--- config.mk ---
export PLATFORM = sky130hd
export DESIGN_NAME = header_feeder_flat
export DESIGN_NICKNAME = d
export VERILOG_FILES = /design/src/rtl/header_feeder_pkg.sv /design/src/rtl/header_feeder_if.sv /design/src/rtl/header_feeder_lzc256.sv /design/src/rtl/header_feeder.sv /design/src/flat_wrapper.sv
export SDC_FILE = /design/constraint.sdc
export NUM_CORES = 2
export LEC_CHECK = 0
export ABC_AREA = 1
export ABC_CLOCK_PERIOD_IN_PS = 13600
export BUFFER_PORTS_ARGS = -buffer_cell sky130_fd_sc_hd__buf_2
export CELL_PAD_IN_SITES_DETAIL_PLACEMENT = 1
export CELL_PAD_IN_SITES_GLOBAL_PLACEMENT = 1
export CORE_ASPECT_RATIO = 0.9
export CORE_MARGIN = 1.5
export CORE_UTILIZATION = 41
export DETAILED_ROUTE_END_ITERATION = 8
export PLACE_DENSITY_LB_ADDON = 0.1
export SLEW_MARGIN = 20
export SYNTH_ARGS = -nofsm -noshare
export SYNTH_HDL_FRONTEND = slang
export SYNTH_SLANG_ARGS = --single-unit
--- constraint.sdc ---
create_clock -name clk -period 13.6 [get_ports clk]
set_clock_uncertainty 0.2 [all_clocks]
set_input_delay 0 -clock clk [delete_from_list [all_inputs] [get_ports clk]]
set_output_delay 0 -clock clk [all_outputs]
set_load 0.03 [all_outputs]
--- src/rtl/header_feeder_pkg.sv ---
// Shared types and constants for the header_feeder mining-loop controller.
package header_feeder_pkg;

    localparam int          HDR_WORDS  = 20;
    localparam int          NONCE_IDX  = 19;
    localparam logic [31:0] LAST_NONCE = 32'hFFFF_FFFF;
    localparam int          LZC_W      = 9;

    typedef enum logic [2:0] {
        S_LOAD,
        S_READY,
        S_START,
        S_RUN,
        S_CHECK,
        S_DONE
    } state_t;

    // Little-endian target view: byte 0 of the hash becomes the most significant byte.
    function automatic logic [255:0] byte_reverse(input logic [255:0] h);
        logic [255:0] r;
        for (int b = 0; b < 32; b++) begin
            r[8*b +: 8] = h[8*(31-b) +: 8];
        end
        return r;
    endfunction

endpackage

--- src/rtl/header_feeder_if.sv ---
// Header load stream plus the word-request / result bus shared with the double SHA-256 wrapper.
interface header_feeder_if;

    logic         ld_valid;
    logic [31:0]  ld_data;
    logic         ld_ready;

    logic         sha_start;
    logic         sha_rq;
    logic [4:0]   sha_addr;
    logic         sha_rdy;
    logic [31:0]  sha_data;
    logic [255:0] sha_hash;
    logic         sha_done;

    // master: header source and hash wrapper side; slave: the feeder itself
    modport master (
        output ld_valid, ld_data, sha_rq, sha_addr, sha_hash, sha_done,
        input  ld_ready, sha_start, sha_rdy, sha_data
    );

    modport slave (
        input  ld_valid, ld_data, sha_rq, sha_addr, sha_hash, sha_done,
        output ld_ready, sha_start, sha_rdy, sha_data
    );

endinterface

--- src/rtl/header_feeder_lzc256.sv ---
// Combinational 256-bit leading-zero counter; an all-zero input yields 256.
module lzc256
    import header_feeder_pkg::*;
(
    input  logic [255:0]     din,
    output logic [LZC_W-1:0] count
);

    // Ascending scan: the last hit is the most significant set bit.
    always_comb begin
        count = LZC_W'(256);
        for (int i = 0; i < 256; i++) begin
            if (din[i]) count = LZC_W'(255 - i);
        end
    end

endmodule

--- src/rtl/header_feeder.sv ---
// Mining-loop controller: buffers an 80-byte header, serves the SHA wrapper, iterates the nonce.
// Define HEADER_FEEDER_LE_CHECK_EN to count leading zeros over the byte-reversed hash.
module header_feeder
    import header_feeder_pkg::*;
#(
    parameter int ZBITS_W = 9
) (
    input  logic               clk,
    input  logic               rst,
    header_feeder_if.slave     bus,
    input  logic               go,
    input  logic               abort,
    input  logic [ZBITS_W-1:0] zbits,
    output logic               busy,
    output logic               found,
    output logic               exhausted,
    output logic [31:0]        nonce_out,
    output logic [255:0]       hash_out
);

    localparam int CMP_W = (ZBITS_W > LZC_W) ? ZBITS_W : LZC_W;

    state_t             state_q, state_d;
    logic [4:0]         wcnt_q;
    logic [31:0]        hdr_q [HDR_WORDS];
    logic [31:0]        nonce_q;
    logic [ZBITS_W-1:0] zbits_q;
    logic               served19_q;
    logic               rq_hold_q;
    logic [255:0]       hbuf_q;
    logic [255:0]       lzc_in;
    logic [LZC_W-1:0]   lz;
    logic               ld_ready_q;
    logic               sha_rdy_q;
    logic [31:0]        sha_data_q;
    logic               found_q, exhausted_q;
    logic [31:0]        nonce_out_q;
    logic [255:0]       hash_out_q;

    logic               ld_accept, last_word, hash_accept, serve, qualifies;
    logic [31:0]        rd_word;
    logic               sha_start_c, busy_c;

    assign ld_accept   = ld_ready_q && bus.ld_valid && !abort;
    assign last_word   = (wcnt_q == 5'(NONCE_IDX));
    assign hash_accept = (state_q == S_RUN) && bus.sha_done && served19_q;
    // An answer is only issued if the controller is still in RUN next cycle.
    assign serve       = (state_q == S_RUN) && (state_d == S_RUN) && bus.sha_rq && !rq_hold_q;

`ifdef HEADER_FEEDER_LE_CHECK_EN
    assign lzc_in = byte_reverse(hbuf_q);
`else
    assign lzc_in = hbuf_q;
`endif

    lzc256 u_lzc (
        .din   (lzc_in),
        .count (lz)
    );

    assign qualifies = (CMP_W'(lz) >= CMP_W'(zbits_q));

    always_ff @(posedge clk) begin
        if (rst) state_q <= S_LOAD;
        else     state_q <= state_d;
    end

    // NOTE: every variable assigned in always_comb gets a default first, so no latch is inferred.
    always_comb begin
        state_d = state_q;
        if (abort) begin
            state_d = S_LOAD;
        end else begin
            case (state_q)
                S_LOAD:  if (ld_accept && last_word) state_d = S_READY;
                S_READY: if (go) state_d = S_START;
                S_START: state_d = S_RUN;
                S_RUN:   if (hash_accept) state_d = S_CHECK;
                S_CHECK: state_d = (qualifies || nonce_q == LAST_NONCE) ? S_DONE : S_START;
                S_DONE:  state_d = S_DONE;
                default: state_d = S_LOAD;
            endcase
        end
    end

    always_comb begin
        sha_start_c = (state_q == S_START);
        busy_c      = (state_q == S_START) || (state_q == S_RUN) || (state_q == S_CHECK);
    end

    always_comb begin
        rd_word = '0;
        if (bus.sha_addr == 5'(NONCE_IDX)) rd_word = nonce_q;
        else if (bus.sha_addr < 5'(NONCE_IDX)) rd_word = hdr_q[bus.sha_addr];
    end

    // NOTE: the header store has no reset; it is always fully rewritten before it is read.
    always_ff @(posedge clk) begin
        if (ld_accept) hdr_q[wcnt_q] <= bus.ld_data;
    end

    // NOTE: sequential state uses non-blocking assignments only, so every flop samples pre-edge values.
    always_ff @(posedge clk) begin
        if (rst) begin
            wcnt_q      <= '0;
            nonce_q     <= '0;
            zbits_q     <= '0;
            served19_q  <= 1'b0;
            rq_hold_q   <= 1'b0;
            hbuf_q      <= '0;
            ld_ready_q  <= 1'b0;
            sha_rdy_q   <= 1'b0;
            sha_data_q  <= '0;
            found_q     <= 1'b0;
            exhausted_q <= 1'b0;
            nonce_out_q <= '0;
            hash_out_q  <= '0;
        end else begin
            ld_ready_q <= (state_d == S_LOAD);
            sha_rdy_q  <= serve;
            if (serve) sha_data_q <= rd_word;
            // One answer per request: re-arm only after sha_rq has been seen low.
            if (!bus.sha_rq) rq_hold_q <= 1'b0;
            else if (serve)  rq_hold_q <= 1'b1;

            if (abort) begin
                wcnt_q      <= '0;
                found_q     <= 1'b0;
                exhausted_q <= 1'b0;
                served19_q  <= 1'b0;
            end else begin
                case (state_q)
                    S_LOAD: begin
                        if (ld_accept) begin
                            if (last_word) begin
                                wcnt_q  <= '0;
                                nonce_q <= bus.ld_data;
                            end else begin
                                wcnt_q <= wcnt_q + 5'd1;
                            end
                        end
                    end
                    S_READY: if (go) zbits_q <= zbits;
                    S_START: served19_q <= 1'b0;
                    S_RUN: begin
                        if (serve && bus.sha_addr == 5'(NONCE_IDX)) served19_q <= 1'b1;
                        if (hash_accept) hbuf_q <= bus.sha_hash;
                    end
                    S_CHECK: begin
                        if (qualifies) begin
                            found_q     <= 1'b1;
                            nonce_out_q <= nonce_q;
                            hash_out_q  <= hbuf_q;
                        end else if (nonce_q == LAST_NONCE) begin
                            exhausted_q <= 1'b1;
                            nonce_out_q <= LAST_NONCE;
                            hash_out_q  <= hbuf_q;
                        end else begin
                            nonce_q <= nonce_q + 32'd1;
                        end
                    end
                    default: ;
                endcase
            end
        end
    end

    assign bus.ld_ready  = ld_ready_q;
    assign bus.sha_start = sha_start_c;
    assign bus.sha_rdy   = sha_rdy_q;
    assign bus.sha_data  = sha_data_q;
    assign busy          = busy_c;
    assign found         = found_q;
    assign exhausted     = exhausted_q;
    assign nonce_out     = nonce_out_q;
    assign hash_out      = hash_out_q;

endmodule

--- src/flat_wrapper.sv ---
// flat-port wrapper written by rule: the top's interface ports become plain ports
module header_feeder_flat import header_feeder_pkg::*;
#(
    parameter int ZBITS_W = 9
)
  (clk, rst, go, abort, zbits, busy, found, exhausted, nonce_out, hash_out, bus_ld_valid, bus_ld_data, bus_sha_rq, bus_sha_addr, bus_sha_hash, bus_sha_done, bus_ld_ready, bus_sha_start, bus_sha_rdy, bus_sha_data);
  header_feeder_if bus_i ();
  input  logic clk;
  input  logic rst;
  input  logic go;
  input  logic abort;
  input  logic [ZBITS_W-1:0] zbits;
  output logic busy;
  output logic found;
  output logic exhausted;
  output logic [31:0] nonce_out;
  output logic [255:0] hash_out;
  input wire logic [$bits(bus_i.ld_valid)-1:0] bus_ld_valid;
  input wire logic [$bits(bus_i.ld_data)-1:0] bus_ld_data;
  input wire logic [$bits(bus_i.sha_rq)-1:0] bus_sha_rq;
  input wire logic [$bits(bus_i.sha_addr)-1:0] bus_sha_addr;
  input wire logic [$bits(bus_i.sha_hash)-1:0] bus_sha_hash;
  input wire logic [$bits(bus_i.sha_done)-1:0] bus_sha_done;
  output wire logic [$bits(bus_i.ld_ready)-1:0] bus_ld_ready;
  output wire logic [$bits(bus_i.sha_start)-1:0] bus_sha_start;
  output wire logic [$bits(bus_i.sha_rdy)-1:0] bus_sha_rdy;
  output wire logic [$bits(bus_i.sha_data)-1:0] bus_sha_data;
  assign bus_i.ld_valid = bus_ld_valid;
  assign bus_i.ld_data = bus_ld_data;
  assign bus_i.sha_rq = bus_sha_rq;
  assign bus_i.sha_addr = bus_sha_addr;
  assign bus_i.sha_hash = bus_sha_hash;
  assign bus_i.sha_done = bus_sha_done;
  assign bus_ld_ready = bus_i.ld_ready;
  assign bus_sha_start = bus_i.sha_start;
  assign bus_sha_rdy = bus_i.sha_rdy;
  assign bus_sha_data = bus_i.sha_data;
  header_feeder #(.ZBITS_W(ZBITS_W)) u_core (.clk(clk), .rst(rst), .bus(bus_i), .go(go), .abort(abort), .zbits(zbits), .busy(busy), .found(found), .exhausted(exhausted), .nonce_out(nonce_out), .hash_out(hash_out));
endmodule
# Word level (Yosys, flattened, before mapping)
# Memory sizes are Yosys's and may differ from the RTL's.
# Cells that the tools add are included.
[word_totals] ff_bits=631 ramBits=640 n_memories=1 output_inout_bits=326 wordCells=343 inputBits=309
[memory_table] name="u_core.hdr_q" words=20 word_bits=32 read_ports=1 rd_ports_with_merged_regs=0 write_ports=1 line="header_feeder.sv:25" text="logic [31:0] hdr_q [HDR_WORDS];"
[classes] magnitude_cmp=2 n_addsub=2 n_mux=278 n_eq_ne=14 bitwise=3 reduce_logical=29
[ops] op="9-bit 2-to-1 mux" n=256
[ops] op="256-bit 2-to-1 mux" n=2
[ops] op="32-bit 2-to-1 mux" n=8
[ops] op="32-bit case mux with 2 select lines" n=1
[ops] op="32-bit by 1-bit adder with 32-bit output, second input constant" n=1
[ops] op="32-bit == test, second input constant" n=1
[ops] op="3-bit case mux with 6 select lines" n=1
[ops] op="3-bit 2-to-1 mux" n=5
[ops] op="3-bit AND reduction" n=4
[ops] op="5-bit == test, second input constant" n=2
[ops] op="3-bit by 2-bit == test with 1-bit output, second input constant" n=3
[ops] op="9-bit greater-or-equal comparator" n=1
[ops] op="1-bit logical AND" n=9
[ops] op="3-bit == test, second input constant" n=2
[ops] op="3-bit zero test" n=2
[ops] op="2-bit != test, second input constant" n=3
[ops] op="2-bit AND reduction" n=3
[ops] op="6-bit AND reduction" n=1
[ops] op="2-bit nonzero test" n=3
[ops] op="5-bit by 1-bit adder with 5-bit output, second input constant" n=1
[ops] op="5-bit < comparator, second input constant" n=1
[ops] op="5-bit 2-to-1 mux" n=1
[ops] op="2-bit by 1-bit != test with 1-bit output, second input constant" n=2
[ops] op="2-bit OR reduction" n=2
[ops] op="other kinds (6)" n=13

# Depth between registers and ports, before layout
[logic_depth] word_depth=268 depth_mapped=275 mapped_depth_nobuf=274

# Cells and area by module
# A second synthesis with hierarchy kept.
[unflattened] cells_unflattened=6232 hier_area_um2=55368.1
[modules_own_cells] mod="header_feeder" area_per_inst_um2=51032.7 cells_per_inst=5253 n_inst=1 seq_area_each_um2=31850.5
[modules_own_cells] mod="lzc256" area_per_inst_um2=4335.4 cells_per_inst=979 n_inst=1 seq_area_each_um2=0.0

# Worst setup path before layout
# No wires, ideal clock.
[synth_timing] path_kind="register to register" from="reg u_core.hbuf_q[1]" to="reg u_core.nonce_q[15]" t_arrival_ns=13.380 setup_ns=0.137 path_buffers=1 t_required_ns=13.263 period_less_slack_ns=13.717 stages_incl_launch_ff=273 setup_slack_ns=-0.117 cell_sequence="dfxtp_1 -> inv_1 -> nand2_1 -> nand2_1 -> nand2_1 -> nand2_1 -> nand2_1 -> nand2_1 -> nand2_1 -> nand2_1 -> nand2_1 -> nand2_1 -> nand2_1 -> nand2_1 -> nand2_1 -> nand2_1 -> nand2_1 -> nand2_1 -> [... 237 more ...] -> nand2_1 -> nand2_1 -> ha_1 -> nand3_1 -> o211ai_1 -> nand3_1 -> nand2_1 -> nand3_1 -> nand2_1 -> a21oi_1 -> o21bai_1 -> nor2_1 -> nor2_1 -> nor4_1 -> inv_1 -> clkbuf_1 -> a211oi_1 -> a211oi_1"
[synth_between] elab_chain_len=258
[synth_rtl] element="start, declared" line="header_feeder.sv:30" text="logic [255:0] hbuf_q;"
[synth_rtl] element="start signal, assigned" line="header_feeder.sv:147" text="if (hash_accept) hbuf_q <= bus.sha_hash;"
[synth_rtl] element="9-bit 2-to-1 mux (255 in a row)" line="header_feeder_lzc256.sv:13" text="if (din[i]) count = LZC_W'(255 - i);"
[synth_rtl] element="9-bit greater-or-equal comparator" line="header_feeder.sv:61" text="assign qualifies = (CMP_W'(lz) >= CMP_W'(zbits_q));"
[synth_rtl] element="2-bit != test (no source line)"
[synth_rtl] element="6-bit AND reduction (no source line)"
[synth_rtl] element="end signal, assigned" line="header_feeder.sv:137" text="nonce_q <= bus.ld_data;"
[synth_rtl] element="end signal, assigned" line="header_feeder.sv:159" text="nonce_q <= nonce_q + 32'd1;"
[synth_rtl] element="end, declared" line="header_feeder.sv:26" text="logic [31:0] nonce_q;"
# Every way passes these cells.
# A chain may end at the register's enable or synchronous reset.

# Final worst setup path
[layout_timing] from="reg u_core.hbuf_q[1]" to="reg u_core.sha_data_q[0], in the netlist u_core.bus.sha_data[0]"
[layout_between] elab_chain_len=264
[layout_rtl] element="9-bit 2-to-1 mux (255 in a row)" line="header_feeder_lzc256.sv:13"
[layout_rtl] element="9-bit greater-or-equal comparator" line="header_feeder.sv:61"
[layout_rtl] element="1-bit logical OR" line="header_feeder.sv:79" text="S_CHECK: state_d = (qualifies || nonce_q == LAST_NONCE) ? S_DONE : S_START;"
[layout_rtl] element="3-bit 2-to-1 mux" line="header_feeder.sv:79"
[layout_rtl] element="3-bit case mux with 6 select lines" line="header_feeder.sv:74" text="case (state_q)"
[layout_rtl] element="3-bit 2-to-1 mux" line="header_feeder.sv:71" text="if (abort) begin"
[layout_rtl] element="3-bit by 2-bit == test with 1-bit output" line="header_feeder.sv:48" text="assign serve = (state_q == S_RUN) && (state_d == S_RUN) && bus.sha_rq && !rq_hold_q;"
[layout_rtl] element="1-bit logical AND (3 in a row)" line="header_feeder.sv:48"
[layout_rtl] element="end signal, assigned" line="header_feeder.sv:121" text="if (serve) sha_data_q <= rd_word;"
[layout_rtl] element="end, declared" line="header_feeder.sv:35" text="logic [31:0] sha_data_q;"
# Every way passes these cells.

==> qor.tcl <==
set qor(cts_inserted_buffers) 138
set qor(r2r_setup_slack_ns) -3.40
set qor(fillerInstances) 13640
set qor(run_status) {finished, violations left}
set qor(power_density_mw_per_mm2) 118.2
set qor(tns_ns) -1155.48
set qor(root_buffer) {clkbuf_16}
set qor(worst_ir_drop_vdd_v) 0.0001109
set qor(detailedPlacementHpwl_mm) 113.5
set qor(min_delay_worst_endpoint) {u_core.hdr_q[14][23]}
set qor(layout_common_cells) {o21ai_0 (705), dlygate4sd3_1 (656), edfxtp_1 (640)}
set qor(tightest_slew_ns) 1.129
set qor(layoutNonFillerInstCount) 8238
set qor(dp.cells) 7278
set qor(worst_r2r_startpoint) {u_core.hbuf_q[1]}
set qor(drv_cap) 0
set qor(crit_path_frequent_cell) {nand2_1}
set qor(critical_path.top_delay_family) {simple AND/OR/NAND/NOR gates}
set qor(timing.critical_path.fanout_max) 8
set qor(starting_utilization_of_the_core_area) 0.4128
set qor(design.portCount) 635
set qor(worst_setup_path_startpoint) {u_core.hbuf_q[1]}
set qor(max_stage_delay_ns) 0.32
set qor(yosys.cell_types.count) 43
set qor(use_met3) 0.05107
set qor(hold_path.startpoint) {bus_ld_data[23]}
set qor(synth_warnings) 0
set qor(end_kind) {flop}
set qor(clkLatencyLatePin_ns) 0.78
set qor(grt_util_met1) 0.3714
set qor(synth-seq-area-share) 0.6183
set qor(clock_sinks) 1271
set qor(postSynth.asyncResetShare) 0
set qor(critical_path_class) {reg2reg}
set qor(fin_nets) 6752
set qor(floorplan.die_area_mm2) 0.1278
set qor(period_needed_ns) 17.00
set qor(critical_path_required_ns) 14.02
set qor(die_w_um) 376.6
set qor(pin_count_of_the_biggest_net_entering_global_routing) 234
set qor(data_arrival_time_of_the_worst_path_ns) 17.42
set qor(holdCritPathClass) {in2reg}
set qor(synth-edff-count) 640
set qor(dieHeight_um) 339.3
set qor(synthesis.nets) 5442
set qor(cts_tree) {yes}
set qor(routabilityCongestion) 0.8554
set qor(timing_hold_violations_final) 0
set qor(worst-r2r-cell-count) 275
set qor(power_leakage_nw) 27.96
set qor(synthesized_flop_and_latch_total) 1271
set qor(synthDominantCellAreaShare) 0.3731
set qor(place_ws_ns) -2.151
set qor(hold_depth) 2
set qor(grt_first_pass_wirelength_mm) 291.3
set qor(synth_top_flop_cell) {edfxtp_1}
set qor(critical_path.startpoint_type) {flop}
set qor(antenna_found_initial) 20
set qor(layout_commonest_cell) {o21ai_0}
set qor(post-route-period-util) 1.250
set qor(floorplan.rows) 123
set qor(level_count_of_the_clock_h_tree) 4
set qor(maxSlewHeadroom) 0.2474
set qor(post_synth_main_area_contributors) {edfxtp_1 (37%), dfxtp_1 (25%), o21ai_0 (7.3%)}
set qor(syn-cell-area_mm2) 0.05152
set qor(detail_route.vias_per_cell) 5.484
set qor(detailedRoute.firstPassIterationCount) 6
set qor(syn_avg_cell_area_um2) 10.06
set qor(gr-total-overflow) 0
set qor(number_of_global_route_vias_before_repair) 47350
set qor(totalWireLength_mm) 197.0
set qor(dr.first_iter.drc_count) 3130
set qor(post_synth_inst_count) 5119
set qor(groute.layer.met2.usage) 0.4872
set qor(clk_pin_slew_worst_paths_ns) 0.06
set qor(via_count) 45180
set qor(failed_checks) {negative setup slack}
set qor(maxClockFrequency_ghz) 0.05883
set qor(synth.largest_area_cell) {edfxtp_1}
set qor(grt.total_usage) 0.2977
set qor(routedWlPerCell_um) 23.92
set qor(timing.final.setup_violations) 361
set qor(final-max-slew-violation-count) 0
set qor(reg2reg_to) {u_core.bus.sha_data[0]}
set qor(critical_path_buf_inv_count) 4
set qor(post-layout-total-power_mw) 8.229
set qor(core_region_area_mm2) 0.1248
set qor(place.port_buffers) 634
set qor(cpMaxStageDelayCell) {dfxtp_2}
set qor(finalWorstSetupSlack_ns) -3.398
set qor(layout-drive-gt1-share) 0.1913
set qor(remaining_drc_errors) 0
set qor(detail-route-antenna-nets) 0
set qor(rsz_0062_raised_after_global_routing) {true}
set qor(cts_buffer_depth) 3
set qor(timing.hold.ws_ns) 0.03900
set qor(busiest_grt_layer) {met2}
set qor(area_growth_synth_to_finish_pct) 35.10
[cells by family after synthesis]
family,share of synthesized area
AOI/OAI and AO/OA,0.1817
and+or+nand+nor,0.1005
DFF,0.6183
buffers and inverters,0.07646
muxes,0.01671
xor gates and xnor gates,0.003060
adders and majority gates,0.003400
[sequential cells by signal (all words and copies together), names as in the netlist]
signal               cells
u_core.nonce_out        32
u_core.state_q           3
u_core.bus.sha_rdy       1
u_core.zbits_q           9
u_core.nonce_q          32
u_core.found             1
u_core.exhausted         1
u_core.bus.ld_ready      1
u_core.rq_hold_q         1
u_core.served19_q        1
u_core.bus.sha_data     32
u_core.hash_out        256
u_core.wcnt_q            5
u_core.hdr_q           640
u_core.hbuf_q          256
[worst max-delay path by stage]
stage	endpoint	slack, ns	cells after the start
floorplan	u_core.hash_out[253]	0.006	273
global placement	u_core.bus.sha_data[26]	-2.21	274
detailed placement	u_core.bus.sha_data[26]	-2.15	274
CTS	u_core.bus.sha_data[26]	-2.30	274
global route	u_core.bus.sha_data[0]	-5.92	275
finish	u_core.bus.sha_data[0]	-3.40	275
[where the power goes]
| group | switching (mW) | leakage (nW) | total [mW] | internal (mW) |
|---|---|---|---|---|
| combinational | 0.256 | 14.9 | 0.458 | 0.202 |
| clock | 1.59 | 2.18 | 3.75 | 2.16 |
| sequential | 0.00115 | 10.8 | 4.02 | 4.02 |
[synth_stat cells (all sizes together) (18+ instances only)]
cell,n
a211oi,39
a21oi,592
a311oi,35
a31oi,54
buf,19
bufinv,83
clkbuf,318
clkinv,79
dfxtp,631
edfxtp,640
inv,245
mux2i,86
nand2,551
nand3,90
nor2,601
nor3,41
o21ai,760
o221ai,86
o32ai,74
xor2,18
[layer usage]
metal  wire, um  share of wire
met3      10820          0.055
met2      92990           0.47
met1      81280           0.41
met4      11890          0.060
met5         49        0.00025
[worst reg2reg max path: cells and delay by family, from the launching register on]
kind	cells	cell delay, ns
flops	1	0.32
buf+inv	4	0.51
simple gates	265	14.78
fa+ha+maj	1	0.30
compound gates	5	0.76
[timing repair]
action / CTS / global route
setup endpoints to repair: 361 / 361
gates resized for setup: 115 / 75
hold endpoints to repair: 991 / 0
cloned: 11 / 7
hold buffers: 656 / 0
pin swaps: 10 / 7
setup buffers: 18 / 6
[through the flow]
stage	utilization	cell area [um^2]
detailed placement	0.4590	57290
global route	0.5576	69590
floorplan	-	51520
CTS	0.5528	68990
global placement	0.4590	57280
finish	0.5577	69600
[area by class of cell]
type | count | area, um^2 | area share
Multi-Input combinational cell | 3104 | 16330 | 0.2346
Sequential cell | 1271 | 31850 | 0.4577
Clock buffer | 185 | 3856 | 0.05540
Clock inverter | 60 | 555.5 | 0.007982
Timing Repair Buffer | 1507 | 12150 | 0.1746
Antenna cell | 17 | 42.54 | 0.0006112
Inverter | 407 | 2696 | 0.03874
Tap cell | 1687 | 2111 | 0.03033
(Power assumes the default switching activity.)
